===== config.mk =====
export PLATFORM = sky130hd
export DESIGN_NAME = vend_controller
export DESIGN_NICKNAME = d
export VERILOG_FILES = /design/src/rtl/vend_controller.sv
export SDC_FILE = /design/constraint.sdc
export NUM_CORES = 1
export LEC_CHECK = 0
export CORE_MARGIN = 1
export CORE_UTILIZATION = 50
export DETAILED_ROUTE_END_ITERATION = 8
export PLACE_DENSITY = 0.81
export SLEW_MARGIN = 40
export SYNTH_ARGS = -nofsm -noshare
export SYNTH_HDL_FRONTEND = slang
export SYNTH_SLANG_ARGS = --single-unit

===== constraint.sdc =====
create_clock -name clk -period 7.4 [get_ports clk]
set_input_delay 1.11 -clock clk [delete_from_list [all_inputs] [get_ports clk]]
set_output_delay 1.11 -clock clk [all_outputs]
set_load 0.03 [all_outputs]

===== src/rtl/vend_controller.sv =====
// vend_controller: credit-and-dispense controller for the vending machine.
// Consumes one-cycle button/coin ticks, tracks credit, pulses dispense on an
// accepted sale and pays change one coin per cycle, largest coin first.
module vend_controller #(
  parameter int PRICE      = 35,
  parameter int MAX_CREDIT = 95,
  parameter int CREDIT_W   = 7
) (
  input  logic                clk,
  input  logic                rst,
  input  logic                coin5_tick,
  input  logic                coin10_tick,
  input  logic                coin25_tick,
  input  logic                sel_tick,
  input  logic                cancel_tick,
  output logic [CREDIT_W-1:0] credit,
  output logic                dispense,
  output logic                ret25,
  output logic                ret10,
  output logic                ret5,
  output logic                coin_reject,
  output logic                insufficient,
  output logic                busy
);

  typedef enum logic [1:0] {
    COLLECT  = 2'd0,
    DISPENSE = 2'd1,
    CHANGE   = 2'd2
  } state_t;

  // One extra bit of headroom so credit + coins can be compared against the
  // ceiling without wrapping.
  localparam logic [CREDIT_W:0] PRICE_W = (CREDIT_W+1)'(PRICE);
  localparam logic [CREDIT_W:0] MAX_W   = (CREDIT_W+1)'(MAX_CREDIT);
  localparam logic [CREDIT_W:0] C5      = (CREDIT_W+1)'(5);
  localparam logic [CREDIT_W:0] C10     = (CREDIT_W+1)'(10);
  localparam logic [CREDIT_W:0] C25     = (CREDIT_W+1)'(25);

  state_t              state_reg, state_next;
  logic [CREDIT_W-1:0] credit_reg, credit_next;
  logic                coin_reject_reg, coin_reject_next;
  logic                insufficient_reg, insufficient_next;

  logic [CREDIT_W:0]   credit_ext;
  logic [CREDIT_W:0]   coin_sum;
  logic [CREDIT_W:0]   credit_plus;
  logic [CREDIT_W:0]   change_coin;
  logic [CREDIT_W:0]   credit_minus_change;
  logic [CREDIT_W:0]   credit_minus_price;
  logic                any_coin;
  logic                in_change;

  assign credit_ext          = {1'b0, credit_reg};
  assign any_coin            = coin5_tick | coin10_tick | coin25_tick;
  assign coin_sum            = (coin5_tick  ? C5  : '0)
                             + (coin10_tick ? C10 : '0)
                             + (coin25_tick ? C25 : '0);
  assign credit_plus         = credit_ext + coin_sum;
  assign credit_minus_price  = credit_ext - PRICE_W;
  assign credit_minus_change = credit_ext - change_coin;

  // Change coins are decoded straight from state and remaining credit.
  assign in_change   = (state_reg == CHANGE);
  assign ret25       = in_change && (credit_ext >= C25);
  assign ret10       = in_change && (credit_ext <  C25) && (credit_ext >= C10);
  assign ret5        = in_change && (credit_ext <  C10) && (credit_ext >= C5);
  assign change_coin = ret25 ? C25 : (ret10 ? C10 : (ret5 ? C5 : '0));

  assign credit       = credit_reg;
  assign dispense     = (state_reg == DISPENSE);
  assign busy         = (state_reg != COLLECT);
  assign coin_reject  = coin_reject_reg;
  assign insufficient = insufficient_reg;

  // State, credit and the two refusal pulses update on every edge.
  always_ff @(posedge clk) begin
    if (rst) begin
      state_reg        <= COLLECT;
      credit_reg       <= '0;
      coin_reject_reg  <= 1'b0;
      insufficient_reg <= 1'b0;
    end else begin
      state_reg        <= state_next;
      credit_reg       <= credit_next;
      coin_reject_reg  <= coin_reject_next;
      insufficient_reg <= insufficient_next;
    end
  end

  // Next-state logic: in COLLECT cancel beats select beats coins; coins that
  // share an edge with cancel/select or arrive while busy are refused.
  always_comb begin
    state_next        = state_reg;
    credit_next       = credit_reg;
    coin_reject_next  = 1'b0;
    insufficient_next = 1'b0;
    case (state_reg)
      COLLECT: begin
        if (cancel_tick) begin
          coin_reject_next = any_coin;
          if (credit_reg != '0) state_next = CHANGE;
        end else if (sel_tick) begin
          coin_reject_next = any_coin;
          if (credit_ext >= PRICE_W) begin
            credit_next = credit_minus_price[CREDIT_W-1:0];
            state_next  = DISPENSE;
          end else begin
            insufficient_next = 1'b1;
          end
        end else if (any_coin) begin
          if (credit_plus <= MAX_W) credit_next = credit_plus[CREDIT_W-1:0];
          else coin_reject_next = 1'b1;
        end
      end
      DISPENSE: begin
        coin_reject_next = any_coin;
        state_next       = (credit_reg != '0) ? CHANGE : COLLECT;
      end
      CHANGE: begin
        coin_reject_next = any_coin;
        credit_next      = credit_minus_change[CREDIT_W-1:0];
        if (credit_minus_change == '0) state_next = COLLECT;
      end
      default: begin
        state_next  = COLLECT;
        credit_next = '0;
      end
    endcase
  end

endmodule


; ---- Word-level counts from Yosys, hierarchy flattened
; Index checks and enable logic that the tools add are counted.
[op_classes]
n_reduce_logical = 13
mux = 25
order_cmp = 7
eq_ne = 10
bitwise = 5
addsub = 5
[op_table]
columns = operator, n
row1 = two-way mux 7 bit, 5
row2 = one-hot mux 7 bit (3 select lines), 1
row3 = != test 3 bit (second input constant), 6
row4 = two-way mux 2 bit, 6
row5 = two-way mux 5 bit, 2
row6 = adder 7 x 6 -> 8 bit, 1
row7 = less-or-equal comparator 8 x 7 -> 1 bit (second input constant), 1
row8 = logical NOT 8 bit, 1
row9 = two-way mux 4 bit, 2
row10 = subtractor 7 x 8 -> 8 bit, 1
row11 = greater-or-equal comparator 7 x 3 -> 1 bit (second input constant), 1
row12 = greater-or-equal comparator 7 x 4 -> 1 bit (second input constant), 1
row13 = greater-or-equal comparator 7 x 5 -> 1 bit (second input constant), 1
row14 = greater-or-equal comparator 7 x 6 -> 1 bit (second input constant), 1
row15 = < comparator 7 x 4 -> 1 bit (second input constant), 1
row16 = < comparator 7 x 5 -> 1 bit (second input constant), 1
row17 = nonzero test 7 bit, 1
row18 = subtractor 7 x 6 -> 7 bit (second input constant), 1
row19 = adder 5 x 5 -> 6 bit, 1
row20 = two-way mux 3 bit, 2
row21 = one-hot mux 2 bit (3 select lines), 1
row22 = adder 3 x 4 -> 5 bit, 1
row23 = logical AND 1 bit, 5
row24 = two-way mux 1 bit, 5
row25 = other kinds (13), 16
[totals]
word_cells = 69
output_inout_bits = 14
input_bits = 7
reg_bits = 11

; ---- Logic depth before layout (Yosys ltp)
; Gate-level depths: netlist (run 1).
[depth]
word_depth = 10
ltp_mapped = 15

; ---- Least setup slack after synthesis (run 1)
; OpenSTA, ideal clock, no wires.
[synth_path]
kind = register to register
startpoint = reg credit_reg[2] (netlist: credit[2])
endpoint = reg state_reg[0]
stages_incl_launch_ff = 15
synth_period_minus_slack_ps = 4366
setup_ps = 70
t_required_ps = 7330
path_slack_ps = 3034
arrival_time_ps = 4296
path_cell_list = dfxtp_1 clkbuf_1 o31ai_1 a211oi_1 o21ai_0 nand2_1 ha_1 inv_1 fa_1 a211o_1 a311oi_2 mux2i_1 a221o_1 or4_1 a21oi_1
[synth_via]
elab_chain_len = 10
word_cells_on_any_way = 21
[synth_rtl]
columns = element, line
row1 = from (decl), 41  ; logic [CREDIT_W-1:0] credit_reg, credit_next;
row2 = from (signal assigned), 85  ; credit_reg <= credit_next;
row3 = < comparator 7 x 4 -> 1 bit, 67  ; assign ret5 = in_change && (credit_ext < C10) && (credit_ext >= C5);
row4 = logical AND 1 bit, 67
row5 = logical AND 1 bit *, 67
row6 = named net ret5, 20  ; output logic ret5,
row7 = two-way mux 3 bit *, 68  ; assign change_coin = ret25 ? C25 : (ret10 ? C10 : (ret5 ? C5 : '0));
row8 = two-way mux 4 bit *, 68
row9 = two-way mux 5 bit *, 68
row10 = subtractor 7 x 8 -> 8 bit *, 61  ; assign credit_minus_change = credit_ext - change_coin;
row11 = logical NOT 8 bit *, 123  ; if (credit_minus_change == '0) state_next = COLLECT;
row12 = != test 2 x 1 -> 1 bit (no line) *, n/a
row13 = AND reduction 4 bit (no line) *, n/a
row14 = to (signal assigned), 84  ; state_reg <= state_next;
row15 = to (decl), 40  ; state_t state_reg, state_next;
; Mark *: on every way through the listed nets, which the timed path passes. The rest lies on a longest branch.
; A chain may end at the register's enable or synchronous reset.

; ---- Worst setup path in the final report (run 1)
[layout_path]
startpoint = in coin25_tick
endpoint = reg credit_reg[5] (netlist: credit[5])
[layout_via]
elab_chain_len = 8
word_cells_on_any_way = 13
[layout_rtl]
columns = element, line
row1 = from (decl), 13  ; input logic coin25_tick,
row2 = branches (longest 8 deep; another with adder 7 x 6 -> 8 bit), n/a
; Several ways; the timed one is not identified. The select of a mux whose other input is x is not followed.

==> out/qor.txt, run 1 <==
Syn nets -> 226
Clk buf depth -> 2
PortBufs -> 20
Worst Path Arrival -> 4.29 ns
DRT Pass-1 Iters -> 6
Tmin final -> 4.11 ns
Sequential share of power -> 16.9%
Hold buffers post-CTS -> 0
Most frequent cell after synthesis -> ha_1
Via count -> 1,590
Max rail drop VDD -> 0.219 mV
Horiz. Die Dim -> 57.7 um
Total grt overflow -> 0
Power density cells -> 453 nW/um^2
# rows -> 19
Int Power -> 364 uW
Placed inst area -> 1730 um^2
Final Hold Viols -> 0
Synth top cells by count -> ha_1, inv_1, o21ai_0
Final HPWL DP -> 3.26 mm
Synth Cell Area -> 1550 um^2
Status -> finished, violations left
Crit path kind -> input port to flop
Die height -> 57.7 um
Critical path's top delay family -> compound AO/OA/AOI/OAI gates
P&R area growth vs syn -> 13.5%
CTS tree -> yes
Die area -> 3320 um^2
Maxcap violations -> 0
Combinational share of power -> 77.4%
Final Max Slew Viols -> 0
RSZ-0062 raised after global routing -> no
Critical-path top delay cell -> clkdlybuf4s50_1
Ant diodes -> 0
Final wirelength -> 4.14 mm
Async S/R FF share, synth -> 0%
Area leader, netlist -> ha_1
Crit path largest cell delay -> 0.57 ns
Inst Count DP -> 237
Sequential fraction of the synthesis area -> 14.2%
CP max FO -> 5
Pre-CTS WS -> 3.08 ns
Post-synth cell types -> 56
Switch Pwr -> 433 uW
EDFF count, synth -> 0
Worst Hold Class -> flop to flop
I/O pins -> 21
Failing checks -> design-rule violations
First-pass GRT wire length -> 7.07 mm
CTS Sinks -> 11
Design Power -> 797 uW
# nets final -> 243
Final WS setup -> 3.29 ns
Crit. End Element -> flop
Clk_lat worst skew -> 0.29 ns
Clock skew -> 0.0129 ns
Num CTS Buffers -> 3
Fin cells -> 241
GRT Total Usage -> 27.5%
Multi-input logic area -> 1200 um^2
Largest register FFs -> 7
Number of global-route vias before repair -> 1,515
# setup viols final -> 0
Ys Warns -> 0
WL/cell -> 17.2 um
Finished Cell Area -> 1760 um^2
Routed vias/inst -> 6.60
Starting DRC count in detailed routing -> 85
H-tree Lvls -> 1
Synth Register Bits -> 11
Clock power share -> 5.6%
Top_reg_cell synth -> dfxtp_1
Cts repair resizes -> 0
Initial antenna violation count -> 0
Starting density of the core -> 54.3%
Worst slew pin tran -> 0.593 ns
Clock transition at path regs -> 0.09 ns
Routed Antenna Nets -> 0
Fmax -> 243 MHz
Synth Instances -> 194
Worst endpoint required time -> 7.58 ns
Buffers plus inverters on the worst setup path -> 3
Ranking of synthesized cells by area -> ha_1, dfxtp_1, fa_1
Clock root cell -> clkbuf_4
Core box area -> 2850 um^2
DRC viols -> 2
Critical path launch point type -> input port
Fillers -> 260
Crit path cell chain -> clkdlybuf4s50_1 > inv_1 > fa_1 > inv_1 > ha_1 > nor2b_1 > o21ai_0 > nor4bb_1 > o211a_1 > nor2_1 > o311a_1
Post-CTS Repair Setup Buffers -> 0
Post-Syn Area per Cell -> 7.98 um^2
Final Cycle Share -> 55.5%
Gpl congestion -> 0.932
Share of the synthesized area in the top cell type -> 17.0%
Largest net degree at the start of global routing -> 17
FF/Latch Area -> 220 um^2
Switching share of power -> 54.3%
Ratio of cells with drive above 1 in the final layout -> 3.81%
Slew HR -> 60.3%
Leakage -> 0.000728 uW
Setup TNS Final -> 0 ns
Most frequent CP cell -> inv_1
[worst reg2reg max path: stages, from the launching register on]
cell	delay, ns
dfxtp_1	0.50
inv_1	0.18
ha_1	0.22
nor3b_1	0.13
o21ai_0	0.35
o21ai_0	0.19
nand2_1	0.11
ha_1	0.15
inv_1	0.05
fa_1	0.40
a211o_1	0.32
a311oi_2	0.31
mux2i_1	0.15
a221o_1	0.32
or4_1	0.41
a21oi_1	0.16
[path summary, 6_finish.rpt]
path / to / cells past startpoint / from / slack (ns)
hold reg to reg: state_reg[0] / 2 / state_reg[0] / 0.55
hold / removal: state_reg[0] / 2 / state_reg[0] / 0.55
setup reg to reg: state_reg[0] / 15 / credit[0] / 3.37
setup / recovery: credit[5] / 11 / coin25_tick / 3.29
[through the flow]
| stage | utilization [%] | hold WS (ns) |
|---|---|---|
| after global routing | 61.6 | 0.587 |
| after detailed placement | 60.7 | 0.535 |
| after global placement | 60.7 | 0.507 |
| final | 61.6 | 0.550 |
| after floorplan | - | 0.481 |
| after CTS | 61.6 | 0.545 |
[logic make-up (layout without fill, tap and decap cells)]
group	Yosys count	count (layout)	synth area share, %
flip-flops	11	11	14.2
adder cells (fa/ha/maj)	25	25	22.1
buffers and inverters	28	44	8.48
AO/OA/AOI/OAI	60	60	27.5
XOR/XNOR	5	5	2.83
multiplexers	6	6	3.88
AND/OR/NAND/NOR	59	59	20.9
[layout by cell type (no fill, tap or decap), drive strengths merged, types with 3 or more instances in the layout]
master and instances:
ha 21, inv 20, clkdlybuf4s50 20, o21ai 16
nand2 12, nor2 11, dfxtp 11, nor3 8
a211oi 7, mux2i 6, nor4 5, nor3b 4
o21a 4, a21oi 4, fa 4, clkbuf 4
o31ai 3, or3 3, or4 3, o22ai 3
o211ai 3, xnor2 3, a311oi 3
[cell type report]
class,instances,area share [%]
flip-flops and latches,11,12.5
well taps,31,2.21
repair buffers,20,11.4
inverters,20,4.27
multi-input cells,155,68.1
clock buffers,4,1.49
[per-layer routing]
metal / track usage (%) / routed length [um]
met4: 10.9 / 89
met3: 4.24 / 354
met2: 45.7 / 1960
met1: 35.9 / 1730
met5: 0 / 0
[power groups by stage]
stage,combinational (uW),clock (uW),sequential (uW)
finish,617,45.0,135
global route,683,49.6,141
CTS,612,44.8,135
detailed placement,608,0,136
global placement,590,0,133
floorplan,446,0,139
No activity file was read; power rests on OpenSTA's default activity.
==> run 2, diff against run 1 <==
Clock period 7.4 ns to 3.97 ns, I/O delays scaled along.
==> out/qor.txt, run 2 (same netlist as run 1, synthesis figures left out) <==
Status -> finished, violations left
Failing checks -> design-rule violations
PortBufs -> 20
Die height -> 57.7 um
Hold path start -> state_reg[0]
R2R Path Start -> credit[4]
# nets final -> 249
RSZ-0062 raised after global routing -> no
Routed vias/inst -> 6.56
Initial antenna violation count -> 0
CP max FO -> 9
R2R depth -> 13
Final wirelength -> 4.14 mm
Total grt overflow -> 0
# rows -> 19
Number of global-route vias before repair -> 1,572
Clock power share -> 5.4%
H-tree Lvls -> 1
Worst endpoint required time -> 4.18 ns
Worst Path Arrival -> 3.89 ns
Ratio of cells with drive above 1 in the final layout -> 8.80%
R2r setup slk -> 0.28 ns
Max rail drop VDD -> 0.474 mV
Clk buf depth -> 2
Final HPWL DP -> 3.24 mm
Hold Crit Depth -> 2
Slew HR -> 62.3%
Clock skew -> 0.00221 ns
P&R area growth vs syn -> 17.4%
Finished Cell Area -> 1820 um^2
Switch Pwr -> 825 uW
Num CTS Buffers -> 3
Crit path kind -> flop to flop
CTS Sinks -> 11
Post-CTS Repair Setup Buffers -> 0
Sequential share of power -> 14.3%
Horiz. Die Dim -> 57.7 um
Critical path launch point type -> flop
Design Power -> 1540 uW
Tmin final -> 3.69 ns
Int Power -> 711 uW
Largest register FFs -> 7
Hold endpoint -> state_reg[0]
GRT Total Usage -> 27.4%
Final Hold Viols -> 0
Most frequent cells in the layout -> inv_1, ha_1, clkdlybuf4s50_1, o21ai_0, nand2_1
Routed Antenna Nets -> 0
Placed inst area -> 1780 um^2
CTS tree -> yes
Pre-CTS WS -> 0.181 ns
DRT Pass-1 Iters -> 6
Starting DRC count in detailed routing -> 93
Leakage -> 0.000760 uW
Fillers -> 253
Via count -> 1,621
Ant diodes -> 0
Switching share of power -> 53.7%
Fmax -> 271 MHz
Maxcap violations -> 0
Worst Hold Class -> flop to flop
Crit. End Element -> flop
Largest net degree at the start of global routing -> 17
Die area -> 3320 um^2
Core box area -> 2850 um^2
Worst slew pin tran -> 0.564 ns
Gpl congestion -> 0.928
DRC viols -> 3
Clock transition at path regs -> 0.08 ns
Final Max Slew Viols -> 0
WL/cell -> 16.8 um
Hold buffers post-CTS -> 0
RR Endpoint -> state_reg[0]
First-pass GRT wire length -> 7.12 mm
Clk_lat worst skew -> 0.28 ns
Starting density of the core -> 54.3%
Clock root cell -> clkbuf_4
Final WS setup -> 0.285 ns
Final Cycle Share -> 92.8%
Setup TNS Final -> 0 ns
Power density cells -> 845 nW/um^2
I/O pins -> 21
# setup viols final -> 0
Combinational share of power -> 80.3%
==> run 2: through the flow <==
| step | cells | hold slack, ns | util, % |
|---|---|---|---|
| final | 247 | 0.555 | 63.7 |
| after CTS | 247 | 0.555 | 63.4 |
| after detailed placement | 243 | 0.543 | 62.5 |
| after floorplan | 194 | 0.481 | - |
| after global routing | 247 | 0.606 | 63.7 |
| after global placement | 243 | 0.499 | 62.5 |
==> run 2: cell type report <==
| type | count | area (um^2) | area share [%] |
|---|---|---|---|
| Timing Repair Buffer | 26 | 245 | 13.5 |
| Clock buffer | 4 | 26.3 | 1.45 |
| Sequential cell | 11 | 223 | 12.3 |
| Multi-Input combinational cell | 155 | 1210 | 66.6 |
| Tap cell | 31 | 38.8 | 2.13 |
| Inverter | 20 | 75.1 | 4.13 |
==> run 2: what timing repair did <==
item | 4_1_cts | 5_1_grt
hold endpoints to repair | 0 | 0
endpoints found under the setup margin | 0 | 1
gates resized for setup | 0 | 6
==> run 2: routing by layer <==
layer  track usage [%]  wire, um  share of wire (%)  vias to the layer above
met2              44.7      1890                 46                       77
li1                  -         -                  -                      771
met3              5.13       340                8.2                       14
met1              36.9      1830                 44                      759
met4              8.50        83                2.0                        0
met5                 0         0                  0                        -
==> run 2: how the worst max path moves through the flow <==
| stage | from | to | slack [ns] | cells past startpoint |
|---|---|---|---|---|
| after floorplan | credit[2] | state_reg[0] | 0.07 | 14 |
| after global placement | coin25_tick | credit[5] | 0.29 | 11 |
| after detailed placement | credit[0] | state_reg[0] | 0.18 | 15 |
| after CTS | credit[0] | state_reg[0] | 0.16 | 15 |
| after global routing | credit[4] | state_reg[0] | 0.002 | 13 |
| final | credit[4] | state_reg[0] | 0.28 | 13 |
==> run 2: power by group through the flow <==
stage               registers (uW)  clock network (uW)  logic (uW)
global placement               212                   0        1170
finish                         220                83.2        1230
detailed placement             216                   0        1200
CTS                            214                84.0        1210
floorplan                      259                   0         835
global route                   227                87.3        1350
==> run 2: critical path, cell delays in order (launching register included) <==
cell and delay, ns:
dfxtp_1 0.59, nand2_1 0.13, o21ai_0 0.31, o21ai_0 0.21
nand2_1 0.10, ha_1 0.16, inv_1 0.05, fa_1 0.40
a211o_1 0.32, a311oi_2 0.29, mux2i_1 0.14, a221o_1 0.33
or4_1 0.41, a21oi_1 0.17
==> run 3, diff against run 2 <==
Settings changed: TNS_END_PERCENT set to 20.
==> results of run 3 <==
Final layout, timing and power as in run 2 (identical DEF).
